## src/rtl/data_cache_if.sv

```systemverilog
// CPU-side and memory-side signal bundle for data_cache.
// HIT_COUNT/MISS_COUNT exist only when DCACHE_STATS_EN is defined.
interface data_cache_if;
    logic [7:0] CPU_ADDRESS;
    logic [7:0] CPU_WRITEDATA;
    logic       CPU_READ;
    logic       CPU_WRITE;
    logic [7:0] CPU_READDATA;
    logic       CPU_BUSYWAIT;
    logic [7:0] MEM_ADDRESS;
    logic [7:0] MEM_WRITEDATA;
    logic       MEM_READ;
    logic       MEM_WRITE;
    logic [7:0] MEM_READDATA;
    logic       MEM_BUSYWAIT;
`ifdef DCACHE_STATS_EN
    logic [7:0] HIT_COUNT;
    logic [7:0] MISS_COUNT;

    modport slave (
        input  CPU_ADDRESS, CPU_WRITEDATA, CPU_READ, CPU_WRITE, MEM_READDATA, MEM_BUSYWAIT,
        output CPU_READDATA, CPU_BUSYWAIT, MEM_ADDRESS, MEM_WRITEDATA, MEM_READ, MEM_WRITE,
        output HIT_COUNT, MISS_COUNT
    );
    modport master (
        output CPU_ADDRESS, CPU_WRITEDATA, CPU_READ, CPU_WRITE, MEM_READDATA, MEM_BUSYWAIT,
        input  CPU_READDATA, CPU_BUSYWAIT, MEM_ADDRESS, MEM_WRITEDATA, MEM_READ, MEM_WRITE,
        input  HIT_COUNT, MISS_COUNT
    );
`else
    modport slave (
        input  CPU_ADDRESS, CPU_WRITEDATA, CPU_READ, CPU_WRITE, MEM_READDATA, MEM_BUSYWAIT,
        output CPU_READDATA, CPU_BUSYWAIT, MEM_ADDRESS, MEM_WRITEDATA, MEM_READ, MEM_WRITE
    );
    modport master (
        output CPU_ADDRESS, CPU_WRITEDATA, CPU_READ, CPU_WRITE, MEM_READDATA, MEM_BUSYWAIT,
        input  CPU_READDATA, CPU_BUSYWAIT, MEM_ADDRESS, MEM_WRITEDATA, MEM_READ, MEM_WRITE
    );
`endif
endinterface

```

## src/rtl/data_cache.sv

```systemverilog
// Direct-mapped write-back write-allocate cache, 8 lines x 4 bytes, byte-wide memory side.
// Optional hit/miss counters are built when DCACHE_STATS_EN is defined.
module data_cache (
    input logic         CLK,
    input logic         RESET,
    data_cache_if.slave bus
);
    typedef enum logic [1:0] {StIdle, StWriteback, StFetch, StUpdate} state_e;

    state_e     state_q, state_d;
    logic [1:0] cnt_q, cnt_d;
    logic       gap_q, gap_d;
    logic       first_q, first_d;
    logic [7:0] valid_q, dirty_q;
    logic [2:0] tag_q [8];
    logic [7:0] data_q [8][4];
    logic [2:0] lat_tag_q, lat_index_q;
    logic [7:0] lat_wdata_q;
    logic       refilled_q;

    logic [2:0] index, tag_in;
    logic [1:0] offset;
    logic       req, hit, idle_hit, idle_miss, beat_done;
    logic       mem_read, mem_write;
    logic [7:0] mem_address, mem_writedata;

    assign index     = bus.CPU_ADDRESS[4:2];
    assign tag_in    = bus.CPU_ADDRESS[7:5];
    assign offset    = bus.CPU_ADDRESS[1:0];
    assign req       = bus.CPU_READ | bus.CPU_WRITE;
    assign hit       = valid_q[index] && (tag_q[index] == tag_in);
    assign idle_hit  = (state_q == StIdle) && req && hit;
    assign idle_miss = (state_q == StIdle) && req && !hit;
    // The first edge of each beat ignores MEM_BUSYWAIT; the memory needs a cycle to respond.
    assign beat_done = (mem_read || mem_write) && !first_q && !bus.MEM_BUSYWAIT;

    always_comb begin
        state_d       = state_q;
        cnt_d         = cnt_q;
        gap_d         = gap_q;
        first_d       = first_q;
        mem_read      = 1'b0;
        mem_write     = 1'b0;
        mem_address   = 8'h00;
        mem_writedata = 8'h00;
        case (state_q)
            StIdle: begin
                if (idle_miss) begin
                    cnt_d   = 2'd0;
                    gap_d   = 1'b0;
                    first_d = 1'b1;
                    state_d = (valid_q[index] && dirty_q[index]) ? StWriteback : StFetch;
                end
            end
            StWriteback, StFetch: begin
                if (state_q == StWriteback) begin
                    mem_write     = !gap_q;
                    mem_address   = {tag_q[lat_index_q], lat_index_q, cnt_q};
                    mem_writedata = data_q[lat_index_q][cnt_q];
                end else begin
                    mem_read    = !gap_q;
                    mem_address = {lat_tag_q, lat_index_q, cnt_q};
                end
                if (gap_q) begin
                    gap_d   = 1'b0;
                    first_d = 1'b1;
                end else if (first_q) begin
                    first_d = 1'b0;
                end else if (!bus.MEM_BUSYWAIT) begin
                    gap_d = 1'b1;
                    cnt_d = cnt_q + 2'd1;
                    // After the last fetch beat the UPDATE cycle doubles as the gap.
                    if (cnt_q == 2'd3) begin
                        state_d = (state_q == StWriteback) ? StFetch : StUpdate;
                    end
                end
            end
            StUpdate: state_d = StIdle;
            default:  state_d = StIdle;
        endcase
    end

    always_ff @(posedge CLK) begin
        if (RESET) begin
            state_q    <= StIdle;
            cnt_q      <= 2'd0;
            gap_q      <= 1'b0;
            first_q    <= 1'b0;
            valid_q    <= 8'h00;
            dirty_q    <= 8'h00;
            refilled_q <= 1'b0;
        end else begin
            state_q <= state_d;
            cnt_q   <= cnt_d;
            gap_q   <= gap_d;
            first_q <= first_d;
            if (idle_miss) begin
                lat_tag_q   <= tag_in;
                lat_index_q <= index;
                lat_wdata_q <= bus.CPU_WRITEDATA;
            end
            if (state_q == StUpdate) begin
                valid_q[lat_index_q] <= 1'b1;
                dirty_q[lat_index_q] <= 1'b0;
                tag_q[lat_index_q]   <= lat_tag_q;
                refilled_q           <= 1'b1;
            end
            if (idle_hit) begin
                refilled_q <= 1'b0;
                if (bus.CPU_WRITE) dirty_q[index] <= 1'b1;
            end
        end
    end

    always_ff @(posedge CLK) begin
        if (!RESET) begin
            if (idle_hit && bus.CPU_WRITE) begin
                data_q[index][offset] <= refilled_q ? lat_wdata_q : bus.CPU_WRITEDATA;
            end
            if (state_q == StFetch && beat_done) begin
                data_q[lat_index_q][cnt_q] <= bus.MEM_READDATA;
            end
        end
    end

    assign bus.MEM_READ      = mem_read;
    assign bus.MEM_WRITE     = mem_write;
    assign bus.MEM_ADDRESS   = mem_address;
    assign bus.MEM_WRITEDATA = mem_writedata;
    assign bus.CPU_BUSYWAIT  = (state_q != StIdle) || (req && !hit);
    // A simultaneous read and write is treated as a write, so no read data.
    assign bus.CPU_READDATA  = (idle_hit && !bus.CPU_WRITE) ? data_q[index][offset] : 8'h00;

`ifdef DCACHE_STATS_EN
    logic [7:0] hit_cnt_q, miss_cnt_q;

    always_ff @(posedge CLK) begin
        if (RESET) begin
            hit_cnt_q  <= 8'h00;
            miss_cnt_q <= 8'h00;
        end else begin
            if (idle_hit && !refilled_q && hit_cnt_q != 8'hFF) hit_cnt_q <= hit_cnt_q + 8'd1;
            if (idle_miss && miss_cnt_q != 8'hFF) miss_cnt_q <= miss_cnt_q + 8'd1;
        end
    end

    assign bus.HIT_COUNT  = hit_cnt_q;
    assign bus.MISS_COUNT = miss_cnt_q;
`endif
endmodule

```

## src/flat_wrapper.sv

```systemverilog
// flat-port wrapper written by rule: the top's interface ports become plain ports
module data_cache_flat 
  (CLK, RESET, bus_CPU_ADDRESS, bus_CPU_WRITEDATA, bus_CPU_READ, bus_CPU_WRITE, bus_MEM_READDATA, bus_MEM_BUSYWAIT, bus_CPU_READDATA, bus_CPU_BUSYWAIT, bus_MEM_ADDRESS, bus_MEM_WRITEDATA, bus_MEM_READ, bus_MEM_WRITE);
  data_cache_if bus_i ();
  input logic CLK;
  input logic RESET;
  input wire logic [$bits(bus_i.CPU_ADDRESS)-1:0] bus_CPU_ADDRESS;
  input wire logic [$bits(bus_i.CPU_WRITEDATA)-1:0] bus_CPU_WRITEDATA;
  input wire logic [$bits(bus_i.CPU_READ)-1:0] bus_CPU_READ;
  input wire logic [$bits(bus_i.CPU_WRITE)-1:0] bus_CPU_WRITE;
  input wire logic [$bits(bus_i.MEM_READDATA)-1:0] bus_MEM_READDATA;
  input wire logic [$bits(bus_i.MEM_BUSYWAIT)-1:0] bus_MEM_BUSYWAIT;
  output wire logic [$bits(bus_i.CPU_READDATA)-1:0] bus_CPU_READDATA;
  output wire logic [$bits(bus_i.CPU_BUSYWAIT)-1:0] bus_CPU_BUSYWAIT;
  output wire logic [$bits(bus_i.MEM_ADDRESS)-1:0] bus_MEM_ADDRESS;
  output wire logic [$bits(bus_i.MEM_WRITEDATA)-1:0] bus_MEM_WRITEDATA;
  output wire logic [$bits(bus_i.MEM_READ)-1:0] bus_MEM_READ;
  output wire logic [$bits(bus_i.MEM_WRITE)-1:0] bus_MEM_WRITE;
  assign bus_i.CPU_ADDRESS = bus_CPU_ADDRESS;
  assign bus_i.CPU_WRITEDATA = bus_CPU_WRITEDATA;
  assign bus_i.CPU_READ = bus_CPU_READ;
  assign bus_i.CPU_WRITE = bus_CPU_WRITE;
  assign bus_i.MEM_READDATA = bus_MEM_READDATA;
  assign bus_i.MEM_BUSYWAIT = bus_MEM_BUSYWAIT;
  assign bus_CPU_READDATA = bus_i.CPU_READDATA;
  assign bus_CPU_BUSYWAIT = bus_i.CPU_BUSYWAIT;
  assign bus_MEM_ADDRESS = bus_i.MEM_ADDRESS;
  assign bus_MEM_WRITEDATA = bus_i.MEM_WRITEDATA;
  assign bus_MEM_READ = bus_i.MEM_READ;
  assign bus_MEM_WRITE = bus_i.MEM_WRITE;
  data_cache u_core (.CLK(CLK), .RESET(RESET), .bus(bus_i));
endmodule
```

## config.mk

```make
export PLATFORM = sky130hd
export DESIGN_NAME = data_cache_flat
export DESIGN_NICKNAME = d
export VERILOG_FILES = /design/src/rtl/data_cache_if.sv /design/src/rtl/data_cache.sv /design/src/flat_wrapper.sv
export SDC_FILE = /design/constraint.sdc
export NUM_CORES = 1
export LEC_CHECK = 0
export ABC_AREA = 1
export CORE_MARGIN = 1
export CORE_UTILIZATION = 30
export DETAILED_ROUTE_END_ITERATION = 16
export SYNTH_ARGS = -nofsm -noshare
export SYNTH_HDL_FRONTEND = slang
export SYNTH_SLANG_ARGS = --single-unit
```

## constraint.sdc

```tcl
create_clock -name CLK -period 4.2 [get_ports CLK]
set_input_delay 0.84 -clock CLK [delete_from_list [all_inputs] [get_ports CLK]]
set_output_delay 0.84 -clock CLK [all_outputs]
set_load 0.02 [all_outputs]
```

==> out/metrics.cfg, run 1 <==
[status]
outcome = finished clean

[power_and_ir_drop]
leakagePower_nw = 6.79
irDropWorstVdd_mv = 0.252
power_mw = 9.25
power_density_mw_per_mm2 = 485

[synth]
synth_top_area_frac = 0.569
netlist_area_mm2 = 0.0155
synth_compound_area_frac = 0.171
ys_async_sr_fraction = 0
syn_inst = 1582
synth_fa_ha_area_frac = 0.00886
synth_xor_area_frac = 0
ys_top_cells_by_count = 294 x edfxtp_1, 262 x nor2_1, 215 x nand2_1
synth_edf_count = 294
synth_cell_types = 49
synth_area_leader_cell = edfxtp_1
synth.most_common_cell = edfxtp_1
syn_avg_cell_area_um2 = 9.82
synthesis.nets = 1622
synth-simple-area-share = 0.164
synth_mux_area_frac = 0
synth_area_leaders = edfxtp_1 57%, o21ai_0 6.8%, nor2_1 6.3%, nand2_1 5.2%, dfxtp_1 3.4%
yosysWarnings = 0
synth_top_family_by_area = compound AO/OA/AOI/OAI gates
yosysSeqAreaShare = 0.602
ys.flop_type = edfxtp_1
ys_seq_elements = 320

[min_path]
hold_start = u_core.valid_q[4]
hold_class = flop to flop
holdPathStages = 2
holdPathEnd = u_core.valid_q[4]

[route]
drt-wirelength-per-cell_um = 22.8
drc = 0
ant_nets = 0
wirelength_um = 55400
dr.pass1.iters = 9
first_iter_violations = 2188
num_vias = 13700
via_per_inst = 5.62

[clock_network]
postCtsHoldBufs = 0
cts_sinks = 320
clkTransAtPathRegs_ns = 0.06
cts_tree = built
clock_latency_ns = 0.55
clockRootBuffer = clkbuf_16
htree_levels = 2
cts_buffers = 36
clk_path_buf_depth = 3

[layout]
synthToLayoutAreaGrowth_pct = 23.0
layout.nets = 1765
postLayoutCellArea_mm2 = 0.0191
n_antenna_cell = 0
layout-drive-gt1-share = 0.154

[global_route]
antenna_found_initial = 1
grtUsageTotal = 0.208
grt_overflow = 0
grt_max_degree = 72
met2_usage = 0.319
grt_util_met3 = 0.0420
grt_pass1_vias = 13100
met1_usage = 0.287
busiest_layer = met2
grt_first_pass_wirelength_um = 82500

[timing]
worstMarginPinSlew_ns = 1.01
finalCritPeriodShare = 0.972
rsz0062_at_grt = false
tns_ns = 0
max_slew_margin = 0.326
slew_viol_final = 0
post-route-min-period_ns = 4.08
clock_skew_ns = 0.0307
setup_ws_ns = 0.119
setup_viol = 0
finalHoldViolCount = 0
fmax_ghz = 0.245

[critical_path]
cp-end-kind = output port
reg2reg_from = u_core.state_q[1]
path_cells = clkdlybuf4s50_1, buf_12, inv_2, nor2_4, nand3_1, nand2_1, nor2_1, nand2_1, nand2_1, nor2_4, nand2_4, nor2_8, nand2_4, a41oi_2, clkdlybuf4s15_1
reg2reg_depth = 13
critical_path_class = primary input to output port
max_stage_delay_ns = 0.51
crit_top_cell = nand2_1
cp_max_fo = 8
critical_path_arrival_ns = 3.24
r2r_slack_ns = 0.84
regToRegEndpoint = u_core.data_q[1][1]
critPathRequiredTime_ns = 3.36
cp_slowest_cell = clkdlybuf4s50_1
startpoint = bus_CPU_ADDRESS[3]
startpoint_type = primary input

[floorplanning]
fp.dieArea_mm2 = 0.0527
ios = 56
core-area_mm2 = 0.0512
start_util = 0.303
num_rows = 83
die_w_um = 230
die_h_um = 230

[placed_design]
pre_cts_slack_ns = -0.604
dpl.hpwl_um = 35700
placed_area_mm2 = 0.0179
place.gp.congestion = 0.924
portBuffers = 55

[flow_run]
maxCapViolations = 0

==> flip-flops by register name, indices dropped and copies added (netlist names), named ones only <==
signal / flops
u_core.first_q: 1
u_core.lat_tag_q: 3
u_core.valid_q: 8
u_core.state_q: 2
u_core.tag_q: 24
u_core.lat_wdata_q: 8
u_core.lat_index_q: 3
u_core.refilled_q: 1
u_core.data_q: 256
u_core.gap_q: 1
u_core.dirty_q: 8
u_core.cnt_q: 2
==> metrics by stage <==
| stage | util | cells | hold slack (ns) |
|---|---|---|---|
| floorplan | - | 1582 | 0.428 |
| global placement | 0.349 | 2363 | 0.440 |
| detailed placement | 0.349 | 2363 | 0.447 |
| CTS | 0.372 | 2430 | 0.457 |
| global route | 0.373 | 2432 | 0.461 |
| finish | 0.373 | 2432 | 0.458 |
==> timing repair <==
action                     in CTS  in global routing
buffers inserted                1                  2
pin swaps                       2                  3
setup endpoints to repair       9                 15
gates resized for setup        25                 19
cloned                          1                  0
==> cell families (layout without fill, tap and decap cells) <==
logic type,Yosys count,after routing
buffers and inverters,205,375
and+or+nand+nor,604,604
DFF,320,320
AOI/OAI and AO/OA,442,442
adders and majority gates,11,11
==> routing by layer <==
metal / vias to the layer above / routed length [um]
li1: 5992 / -
met1: 6547 / 22500
met2: 963 / 24700
met3: 153 / 6330
met4: 2 / 1890
met5: - / 53
==> placed cells by master (no fill, tap or decap), drive strengths merged, types with 16 or more instances in the layout <==
cell,instances
clkbuf,55
a31oi,16
edfxtp,294
nand3,78
o22ai,61
o221ai,53
o21ai,218
nand2,223
inv,103
nor2,268
a21oi,50
clkdlybuf4s50,45
dfxtp,26
buf,153
==> worst max-delay path by stage <==
stage                          endpoint  slack [ns]
floorplan           bus_CPU_READDATA[6]        0.89
global placement    bus_CPU_READDATA[1]       -0.64
detailed placement  bus_CPU_READDATA[1]       -0.60
CTS                 bus_CPU_READDATA[0]        0.01
global route        bus_CPU_READDATA[6]       0.008
finish              bus_CPU_READDATA[6]        0.12
==> worst max-delay path, delay by kind of cell <==
| kind | cells | cell delay [ns] |
|---|---|---|
| AO/OA/AOI/OAI | 1 | 0.32 |
| buffers and inverters | 4 | 1.07 |
| AND/OR/NAND/NOR | 10 | 0.99 |
==> where the power goes <==
part,internal (mW),switching (mW)
combinational,0.771,1.71
sequential,3.68,0.0685
clock,1.75,1.28
total,6.20,3.06
==> cell type report <==
class	instances	area [um2]
fill	4942	32100
clock inverter	14	130
inverter	104	402
clock buffer	51	977
multi-input combinational	1057	5470
sequential	320	9350
tap	680	851
timing repair buffer	206	1910
Power figures use the tool's default switching activity.
==> inputs of run 2 (changes only) <==
--- a/config.mk
+++ b/config.mk
@@ -9,6 +9,7 @@
 export CORE_MARGIN = 1
 export CORE_UTILIZATION = 30
 export DETAILED_ROUTE_END_ITERATION = 16
+export SLEW_MARGIN = 15
 export SYNTH_ARGS = -nofsm -noshare
 export SYNTH_HDL_FRONTEND = slang
 export SYNTH_SLANG_ARGS = --single-unit
==> results of run 2 <==
Final layout, timing and power as in run 1 (identical DEF).
